[config.mk]
export PLATFORM = sky130hd
export DESIGN_NAME = decap_packet
export DESIGN_NICKNAME = d
export VERILOG_FILES = /design/src/rtl/router_pkg.sv /design/src/rtl/decap_hdr_check.sv /design/src/rtl/decap_packet.sv
export SDC_FILE = /design/constraint.sdc
export NUM_CORES = 2
export LEC_CHECK = 0
export CAP_MARGIN = 20
export CORE_AREA = 2 2 439 441
export CTS_BUF_LIST = sky130_fd_sc_hd__clkbuf_4 sky130_fd_sc_hd__clkbuf_8 sky130_fd_sc_hd__clkbuf_16
export DETAILED_ROUTE_END_ITERATION = 7
export DIE_AREA = 0 0 441 443
export GPL_TIMING_DRIVEN = 0
export HOLD_SLACK_MARGIN = 0.03
export PLACE_DENSITY_LB_ADDON = 0.05
export SLEW_MARGIN = 20
export SYNTH_ARGS = -nofsm -noshare
export SYNTH_HDL_FRONTEND = slang
export SYNTH_HIERARCHICAL = 1
export SYNTH_SLANG_ARGS = --single-unit
[constraint.sdc]
create_clock -name clk -period 90.8 [get_ports clk]
set_clock_uncertainty 0.2 [all_clocks]
set_input_delay 18.16 -clock clk [delete_from_list [all_inputs] [get_ports clk]]
set_output_delay 18.16 -clock clk [all_outputs]
set_load 0.03 [all_outputs]
[src/rtl/router_pkg.sv]
// Width constants, header layout and FSM states shared by the Aurora
// encapsulation and decapsulation blocks.
package router_pkg;

  localparam int DATA_WIDTH             = 1024;
  localparam int ADDR_WIDTH             = 10;
  localparam int DATA_DFX_WIDTH         = DATA_WIDTH + ADDR_WIDTH;
  localparam int RECOGNIZE_ROUTER_WIDTH = 2;
  localparam int NUMBER_PACKET          = 19;
  localparam int IDX_WIDTH              = $clog2(NUMBER_PACKET);
  localparam int TTL_WIDTH              = $clog2(3);
  localparam int HEADER_WIDTH           = RECOGNIZE_ROUTER_WIDTH + IDX_WIDTH + TTL_WIDTH;
  localparam int AURORA_DATA_WIDTH      = 64;
  localparam int PAYLOAD_WIDTH          = AURORA_DATA_WIDTH - HEADER_WIDTH;

  localparam int HDR_TTL_LSB = 0;
  localparam int HDR_IDX_LSB = HDR_TTL_LSB + TTL_WIDTH;
  localparam int HDR_RID_LSB = HDR_IDX_LSB + IDX_WIDTH;
  localparam int LAST_IDX    = NUMBER_PACKET - 1;

  // Bits of the DFX word carried by the final Aurora word; the rest is padding.
  localparam int LAST_USED_BITS = DATA_DFX_WIDTH - LAST_IDX * PAYLOAD_WIDTH;

  typedef struct packed {
    logic [RECOGNIZE_ROUTER_WIDTH-1:0] rid;
    logic [IDX_WIDTH-1:0]              idx;
    logic [TTL_WIDTH-1:0]              ttl;
  } hdr_t;

  typedef enum logic {
    ST_IDLE    = 1'b0,
    ST_COLLECT = 1'b1
  } decap_state_t;

endpackage

[src/rtl/decap_hdr_check.sv]
// Classifies one received Aurora word against the frame being collected:
// start of frame, in-sequence accept, or error (with resync on index 0).
module decap_hdr_check
  import router_pkg::*;
(
  input  logic                              valid_i,
  input  logic                              collect_i,
  input  hdr_t                              hdr_i,
  input  logic [IDX_WIDTH-1:0]              cnt_i,
  input  logic [RECOGNIZE_ROUTER_WIDTH-1:0] ref_rid_i,
  input  logic [TTL_WIDTH-1:0]              ref_ttl_i,
  output logic                              start_o,
  output logic                              accept_o,
  output logic                              last_o,
  output logic                              err_o
);

  logic idx_zero;
  logic seq_ok;
  logic ref_ok;

  assign idx_zero = (hdr_i.idx == '0);
  assign seq_ok   = (hdr_i.idx == cnt_i) && (hdr_i.idx <= IDX_WIDTH'(LAST_IDX));
  assign ref_ok   = (hdr_i.rid == ref_rid_i) && (hdr_i.ttl == ref_ttl_i);

  always_comb begin
    start_o  = 1'b0;
    accept_o = 1'b0;
    err_o    = 1'b0;
    if (valid_i) begin
      if (!collect_i) begin
        start_o = idx_zero;
        err_o   = !idx_zero;
      end else if (seq_ok && ref_ok) begin
        accept_o = 1'b1;
      end else begin
        // A bad word that is itself index 0 restarts collection.
        err_o   = 1'b1;
        start_o = idx_zero;
      end
    end
  end

  assign last_o = accept_o && (hdr_i.idx == IDX_WIDTH'(LAST_IDX));

endmodule

[src/rtl/decap_packet.sv]
// Reassembles a 1034-bit DFX word from 19 consecutive Aurora words, checking
// header sequence and router/TTL consistency; malformed frames are dropped.
module decap_packet
  import router_pkg::*;
(
  input  logic                         clk,
  input  logic                         rst,
  input  logic [AURORA_DATA_WIDTH-1:0] data_recv,
  input  logic                         data_recv_valid,
  output logic [DATA_DFX_WIDTH-1:0]    data_dfx_recv,
  output logic [HEADER_WIDTH-1:0]      header_pkt_recv,
  output logic                         decap_done,
  output logic                         decap_err,
  output logic                         decap_busy
);

  hdr_t                   hdr;
  logic [PAYLOAD_WIDTH-1:0] payload;

  assign hdr     = hdr_t'(data_recv[HEADER_WIDTH-1:0]);
  assign payload = data_recv[AURORA_DATA_WIDTH-1:HEADER_WIDTH];

  decap_state_t                      state_q, state_d;
  logic [IDX_WIDTH-1:0]              cnt_q, cnt_d;
  logic [RECOGNIZE_ROUTER_WIDTH-1:0] ref_rid_q, ref_rid_d;
  logic [TTL_WIDTH-1:0]              ref_ttl_q, ref_ttl_d;
  logic [DATA_DFX_WIDTH-1:0]         data_q, data_d;
  logic [HEADER_WIDTH-1:0]           hdr_q, hdr_d;
  logic                              done_q, done_d;
  logic                              err_q, err_d;

  logic                 start, accept, last, err;
  logic                 wr_en;
  logic [IDX_WIDTH-1:0] wr_slot;

  decap_hdr_check u_hdr_check (
    .valid_i   (data_recv_valid),
    .collect_i (state_q == ST_COLLECT),
    .hdr_i     (hdr),
    .cnt_i     (cnt_q),
    .ref_rid_i (ref_rid_q),
    .ref_ttl_i (ref_ttl_q),
    .start_o   (start),
    .accept_o  (accept),
    .last_o    (last),
    .err_o     (err)
  );

  // The last word is merged straight into the output, so only 18 slots are stored.
  logic [PAYLOAD_WIDTH-1:0]          shadow_q [LAST_IDX];
  logic [LAST_IDX*PAYLOAD_WIDTH-1:0] shadow_flat;

  for (genvar gi = 0; gi < LAST_IDX; gi++) begin : g_slot
    always_ff @(posedge clk or posedge rst) begin
      if (rst) begin
        shadow_q[gi] <= '0;
      end else if (wr_en && (wr_slot == IDX_WIDTH'(gi))) begin
        shadow_q[gi] <= payload;
      end
    end
    assign shadow_flat[gi*PAYLOAD_WIDTH +: PAYLOAD_WIDTH] = shadow_q[gi];
  end

  always_comb begin
    state_d   = state_q;
    cnt_d     = cnt_q;
    ref_rid_d = ref_rid_q;
    ref_ttl_d = ref_ttl_q;
    data_d    = data_q;
    hdr_d     = hdr_q;
    done_d    = 1'b0;
    err_d     = err;
    wr_en     = 1'b0;
    wr_slot   = cnt_q;
    if (start) begin
      wr_en     = 1'b1;
      wr_slot   = '0;
      cnt_d     = IDX_WIDTH'(1);
      ref_rid_d = hdr.rid;
      ref_ttl_d = hdr.ttl;
      state_d   = ST_COLLECT;
    end else if (err) begin
      cnt_d   = '0;
      state_d = ST_IDLE;
    end else if (last) begin
      data_d  = {payload[LAST_USED_BITS-1:0], shadow_flat};
      hdr_d   = {ref_rid_q, {IDX_WIDTH{1'b0}}, ref_ttl_q};
      done_d  = 1'b1;
      cnt_d   = '0;
      state_d = ST_IDLE;
    end else if (accept) begin
      wr_en = 1'b1;
      cnt_d = cnt_q + IDX_WIDTH'(1);
    end
  end

  always_ff @(posedge clk or posedge rst) begin
    if (rst) begin
      state_q   <= ST_IDLE;
      cnt_q     <= '0;
      ref_rid_q <= '0;
      ref_ttl_q <= '0;
      data_q    <= '0;
      hdr_q     <= '0;
      done_q    <= 1'b0;
      err_q     <= 1'b0;
    end else begin
      state_q   <= state_d;
      cnt_q     <= cnt_d;
      ref_rid_q <= ref_rid_d;
      ref_ttl_q <= ref_ttl_d;
      data_q    <= data_d;
      hdr_q     <= hdr_d;
      done_q    <= done_d;
      err_q     <= err_d;
    end
  end

  assign data_dfx_recv   = data_q;
  assign header_pkt_recv = hdr_q;
  assign decap_done      = done_q;
  assign decap_err       = err_q;
  assign decap_busy      = (state_q == ST_COLLECT);

endmodule

Word level (Yosys, flattened, before mapping)

Cells that the tools add are included.

Input bits: 67
Logic and storage cells: 103
Output and inout port bits: 1046
Flip-flop bits (word level): 2040

Muxes and demuxes: 24
Add/subtract/negate cells: 1
Equal/unequal tests: 21
Reduce and logical (&&, ||, !) cells: 28
Magnitude comparators: 1
Bitwise logic cells: 2

Operator list:

| cell                                                            | number |
|---|---|
| 5-bit by 4-bit == test with 1-bit output, second input constant | 8 |
| 5-bit two-way mux                                               | 5 |
| 1-bit logical AND                                               | 22 |
| 5-bit by 3-bit == test with 1-bit output, second input constant | 4 |
| 1-bit two-way mux                                               | 19 |
| 5-bit == test, second input constant                            | 3 |
| 5-bit by 2-bit == test with 1-bit output, second input constant | 2 |
| 5-bit zero test                                                 | 2 |
| 5-bit by 1-bit adder with 5-bit output, second input constant   | 1 |
| 5-bit by 1-bit == test with 1-bit output, second input constant | 1 |
| 5-bit == test                                                   | 1 |
| 5-bit less-or-equal comparator, second input constant           | 1 |
| 2-bit == test                                                   | 2 |
| 4-bit nonzero test                                              | 1 |
| 3-bit AND reduction                                             | 1 |
| 3-bit nonzero test                                              | 1 |
| 1-bit inverter                                                  | 2 |
| 1-bit zero test                                                 | 1 |

Longest topological paths before layout

Depth after elaboration: 11
Gate-level depth with buffers: 10
Depth with buffers taken out: 7

By module

The synthesis kept the hierarchy.

By module, submodules not included:

| module          | cells each | seq. area each (sq um) | area each (sq um) | times used |
|---|---|---|---|---|
| decap_packet    | 4446       | 51049.0                | 75919.1           | 1 |
| decap_hdr_check | 25         | 0.0                    | 190.2             | 1 |

Worst setup path before layout

OpenSTA, ideal clock, no wires.

Kind: input -> register
Start point: in data_recv[3]
End point: reg data_q[933], in the netlist data_dfx_recv[933]
Path buffers: 4
Setup slack: 69.941 ns
Cell stages on the path: 10
Setup time: 0.125 ns
Arrival time: 20.534 ns
Required time: 90.475 ns
Cells stage by stage: a211oi_2 nand2_1 a2111oi_4 a21oi_1 buf_2 nor3b_1 buf_2 buf_4 buf_2 mux2_2

Word-level cells in the longest chain between the ends: 8
Elaborated cells between the ends (all ways): 20
Classes of those cells: 1 x order compare; 2 x eq/ne; 9 x mux; 2 x bitwise; 6 x reduce/logical

RTL lines:

| item                                                                   | line                  | RTL |
|---|---|---|
| start: declaration                                                     | decap_packet.sv:8     | `input logic [AURORA_DATA_WIDTH-1:0] data_recv,` |
| 5-bit less-or-equal comparator / 5-bit == test (equally long branches) | decap_hdr_check.sv:23 | `assign seq_ok = (hdr_i.idx == cnt_i) && (hdr_i.idx <= IDX_WIDTH'(LAST_IDX));` |
| 1-bit logical AND                                                      | decap_hdr_check.sv:23 |  |
| 1-bit logical AND                                                      | decap_hdr_check.sv:34 | `end else if (seq_ok && ref_ok) begin` |
| 1-bit two-way mux                                                      | decap_hdr_check.sv:34 |  |
| 1-bit two-way mux *                                                    | decap_hdr_check.sv:31 | `if (!collect_i) begin` |
| 1-bit two-way mux *                                                    | decap_hdr_check.sv:30 | `if (valid_i) begin` |
| named net start                                                        | decap_packet.sv:32    | `logic start, accept, last, err;` |
| 1-bit inverter (no source line) *                                      | n/a                   |  |
| 3-bit AND reduction (no source line) *                                 | n/a                   |  |
| end signal: assignment                                                 | decap_packet.sv:112   | `data_q <= data_d;` |
| end: declaration                                                       | decap_packet.sv:27    | `logic [DATA_DFX_WIDTH-1:0] data_q, data_d;` |

The timed path passes the listed nets; every way through them passes the cells marked *.
A chain may end at the register's enable or synchronous reset.

Worst setup path after layout

Start point: in data_recv[5]
End point: reg data_q[0], in the netlist data_dfx_recv[0]

Same word-level chain as after synthesis.

==> results.yml <==
floorplan:
  num_io_pins: 1113
  core_um2: 191000
  rows: 161
  die_w_um: 441
  start_util: 0.398
  die_area_um2: 195000
  dieHeight_um: 443
global_route:
  use_met1: 0.301
  grt_util_met3: 0.0654
  grt_pass1_wl_um: 346000
  globalRouteTotalUtil: 0.252
  grt_max_degree: 105
  antenna_found_initial: 40
  grt_busiest_layer: "met2"
  met2_usage: 0.423
  grt-ovfl-total: 0
  grt_pass1_vias: 44400
timing:
  tns_ps: 0
  layout_setup_ws_ps: 68770
  worstMarginPinSlew_ps: 1160
  rsz0062_at_grt: "no"
  slew_viol_final: 0
  finalSetupViolCount: 0
  hold_slack_ps: 276
  period_needed_ps: 22030
  hold_viol: 0
  timing.final.crit_share: 0.243
  slew_headroom: 0.228
  fmax_ghz: 0.0454
route:
  drcViolationCount: 0
  first_pass_iters: 4
  drt_wl_total_um: 247000
  via_per_inst: 5.04
  ant_nets: 0
  drt-wirelength-per-cell_um: 29.1
  drtIter0Drc: 1852
  vias: 42900
critical_path:
  cp_num_cells: 11
  critPathArrivalTime_ps: 22550
  reg2reg_slack_ps: 86150
  r2r-end: "data_dfx_recv[0]"
  cp_max_fo: 10
  critical_path.top_delay_family: "buffers and inverters"
  crit_path_start: "data_recv[5]"
  r2r_cells: 10
  crit_path_end_kind: "register"
  reg2reg_from: "cnt_q[3]"
  crit_path_frequent_cell: "buf_2"
  worstSetupPathType: "input pin to register"
  endpoint: "data_dfx_recv[0]"
  startpoint_type: "input pin"
  critical_path.cell_chain: "clkdlybuf4s50_1 -> xnor2_1 -> nand2_1 -> nor4_1 -> a21oi_1 -> buf_2 -> nor3b_1 -> buf_2 -> buf_2 -> buf_2 -> mux2_2"
  path_buf_inv: 5
  cp.required_ps: 91320
  critPathSlowestCell: "buf_2"
  slowest_delay_ps: 590
cts:
  clkTransAtPathRegs_ps: 60
  insertion_delay_ps: 850
  cts_tree: "built"
  cts_setup_buffers: 0
  post_cts_resized: 0
  cts_sinks: 2040
  hold_buffers: 0
  numCtsBuffers: 218
  clockBufferDepth: 3
  htreeDepth: 4
  cts_root_buffer: "clkbuf_16"
placed_design:
  post-dp-hpwl_um: 180000
  dp_worst_setup_slack_ps: 67860
  gp_congestion: 0.790
  post_dp_cell_area_um2: 90600
  port_buffers: 1063
logic_synthesis:
  synth_flop_cell: "dfrtp_1"
  yosys_warnings: 6
  synth_cells: 4471
  netlist-cell-type-count: 42
  ys_async_sr_fraction: 1.00
  syn_area_per_cell_um2: 17.0
  ys_seq_elements: 2040
  synth_edf_count: 0
  syn_area_um2: 76100
  ys_seq_area_frac: 0.671
layout:
  final_area_um2: 98200
  fin_util: 0.514
  syn_to_final_growth_pct: 29.0
  final_layout_size_suffix_gt1_frac: 0.450
  nNetsFinal: 5850
worst_hold_path:
  hp-class: "register to register"
pwr:
  power_density_nw_per_um2: 19.2
  p_leak_nw: 49.0
  ir_drop_uv: 16.3
outcome:
  status: "complete, no violations"
flow_run:
  cap_violations: 0
worst register-to-register path, delay by kind of cell (launching register included):
kind                      cells  cell delay [ps]
AOI/OAI and AO/OA             1              290
xor gates and xnor gates      1              190
buffers and inverters         4             1850
DFF                           1              480
muxes                         1              390
and+or+nand+nor               3             1140
placed cells by master, fill, tap and decap left out, types with 2 or more instances in the layout:
cell type	netlist	final
nand4_2	5	5
a21o_1	2	2
clkbuf_1	76	73
clkbuf_16	0	221
clkinv_16	0	2
clkinv_8	0	4
nor2_1	9	9
nand3_1	2	2
nand2_1	4	4
diode_2	0	17
inv_6	0	7
nand3_2	6	6
clkbuf_2	0	3
mux2_2	2014	2014
bufinv_16	0	11
and3_1	3	3
buf_16	0	24
dfrtp_1	2040	2040
clkdlybuf4s50_1	0	1063
nor2b_1	3	3
buf_2	193	209
clkinv_2	0	37
xnor2_1	3	3
nor3_1	2	2
or3_1	2	2
clkbuf_4	0	60
mux2_1	18	18
conb_1	1	5
buf_1	44	28
nor4b_2	2	2
nand4_1	2	2
buf_4	7	7
clkbuf_8	0	60
xor2_1	9	9
o211ai_4	4	5
a21oi_1	2	2
worst min path at each step:
stage	end	depth (start not counted)	slack, ps	startpoint
floorplan	shadow_flat[220]	1	260	shadow_flat[220]
CTS	data_dfx_recv[363]	1	270	shadow_flat[363]
detailed placement	shadow_flat[232]	1	280	shadow_flat[232]
global route	shadow_flat[346]	1	310	shadow_flat[346]
finish	data_dfx_recv[382]	1	280	shadow_flat[382]
global placement	shadow_flat[227]	1	270	shadow_flat[227]
metrics by stage:
stage          power, mW  std cells
2_1_floorplan      0.961       4475
3_3_place_gp       0.983       8064
3_5_place_dp       0.982       8088
4_1_cts             1.91       8493
5_1_grt             1.95       8498
6_report            1.88       8510
area by class of cell:
type                    count  area [µm²]
fillers                 16400       93000
flip-flops and latches   2040       51000
multi-input cells        2113       23600
repair buffers           1087       11300
clock buffers             341        6810
well taps                2526        3160
plain buffers             321        1500
clock inverters            64         738
diodes                     17        42.5
inverters                   1        11.3
registers in the layout, indices dropped and copies added (netlist names):
signal / count
cnt_q: 5
data_dfx_recv: 1034
decap_busy: 1
decap_done: 1
decap_err: 1
header_pkt_recv: 4
ref_rid_q: 2
ref_ttl_q: 2
shadow_flat: 990
report_power, final:
| part | internal (mW) | switching, mW |
|---|---|---|
| combinational | 0.00978 | 0.0360 |
| clock | 0.546 | 0.373 |
| sequential | 0.915 | 0.00262 |
synthesized netlist by cell type, types with 5 or more instances:
master	instances	area share
nor2_1	9	0.00044
buf_2	193	0.013
nand4_2	5	0.00082
mux2_2	2014	0.30
buf_4	7	0.00069
buf_1	44	0.0022
xor2_1	9	0.0010
dfrtp_1	2040	0.67
mux2_1	18	0.0027
nand3_2	6	0.00079
clkbuf_1	76	0.0037
routing by layer:
metal  up-vias  wire length, µm
met4         0            12500
met3       348            15100
met2      1045           123000
met1     23100            96500
met5         -                0
li1      18500                -
cells by family (layout without fill, tap and decap cells):
logic type | count (synthesis) | in the layout | share of synthesized area
xor gates and xnor gates | 12 | 12 | 0.00138
DFF | 2040 | 2040 | 0.671
other | 1 | 22 | 0.0000493
AOI/OAI and AO/OA | 13 | 13 | 0.00237
buffers and inverters | 322 | 1814 | 0.0195
and+or+nand+nor | 49 | 49 | 0.00503
adders and majority gates | 1 | 1 | 0.000164
muxes | 2033 | 2033 | 0.301
Note: power is estimated with default switching activity, not from simulation.
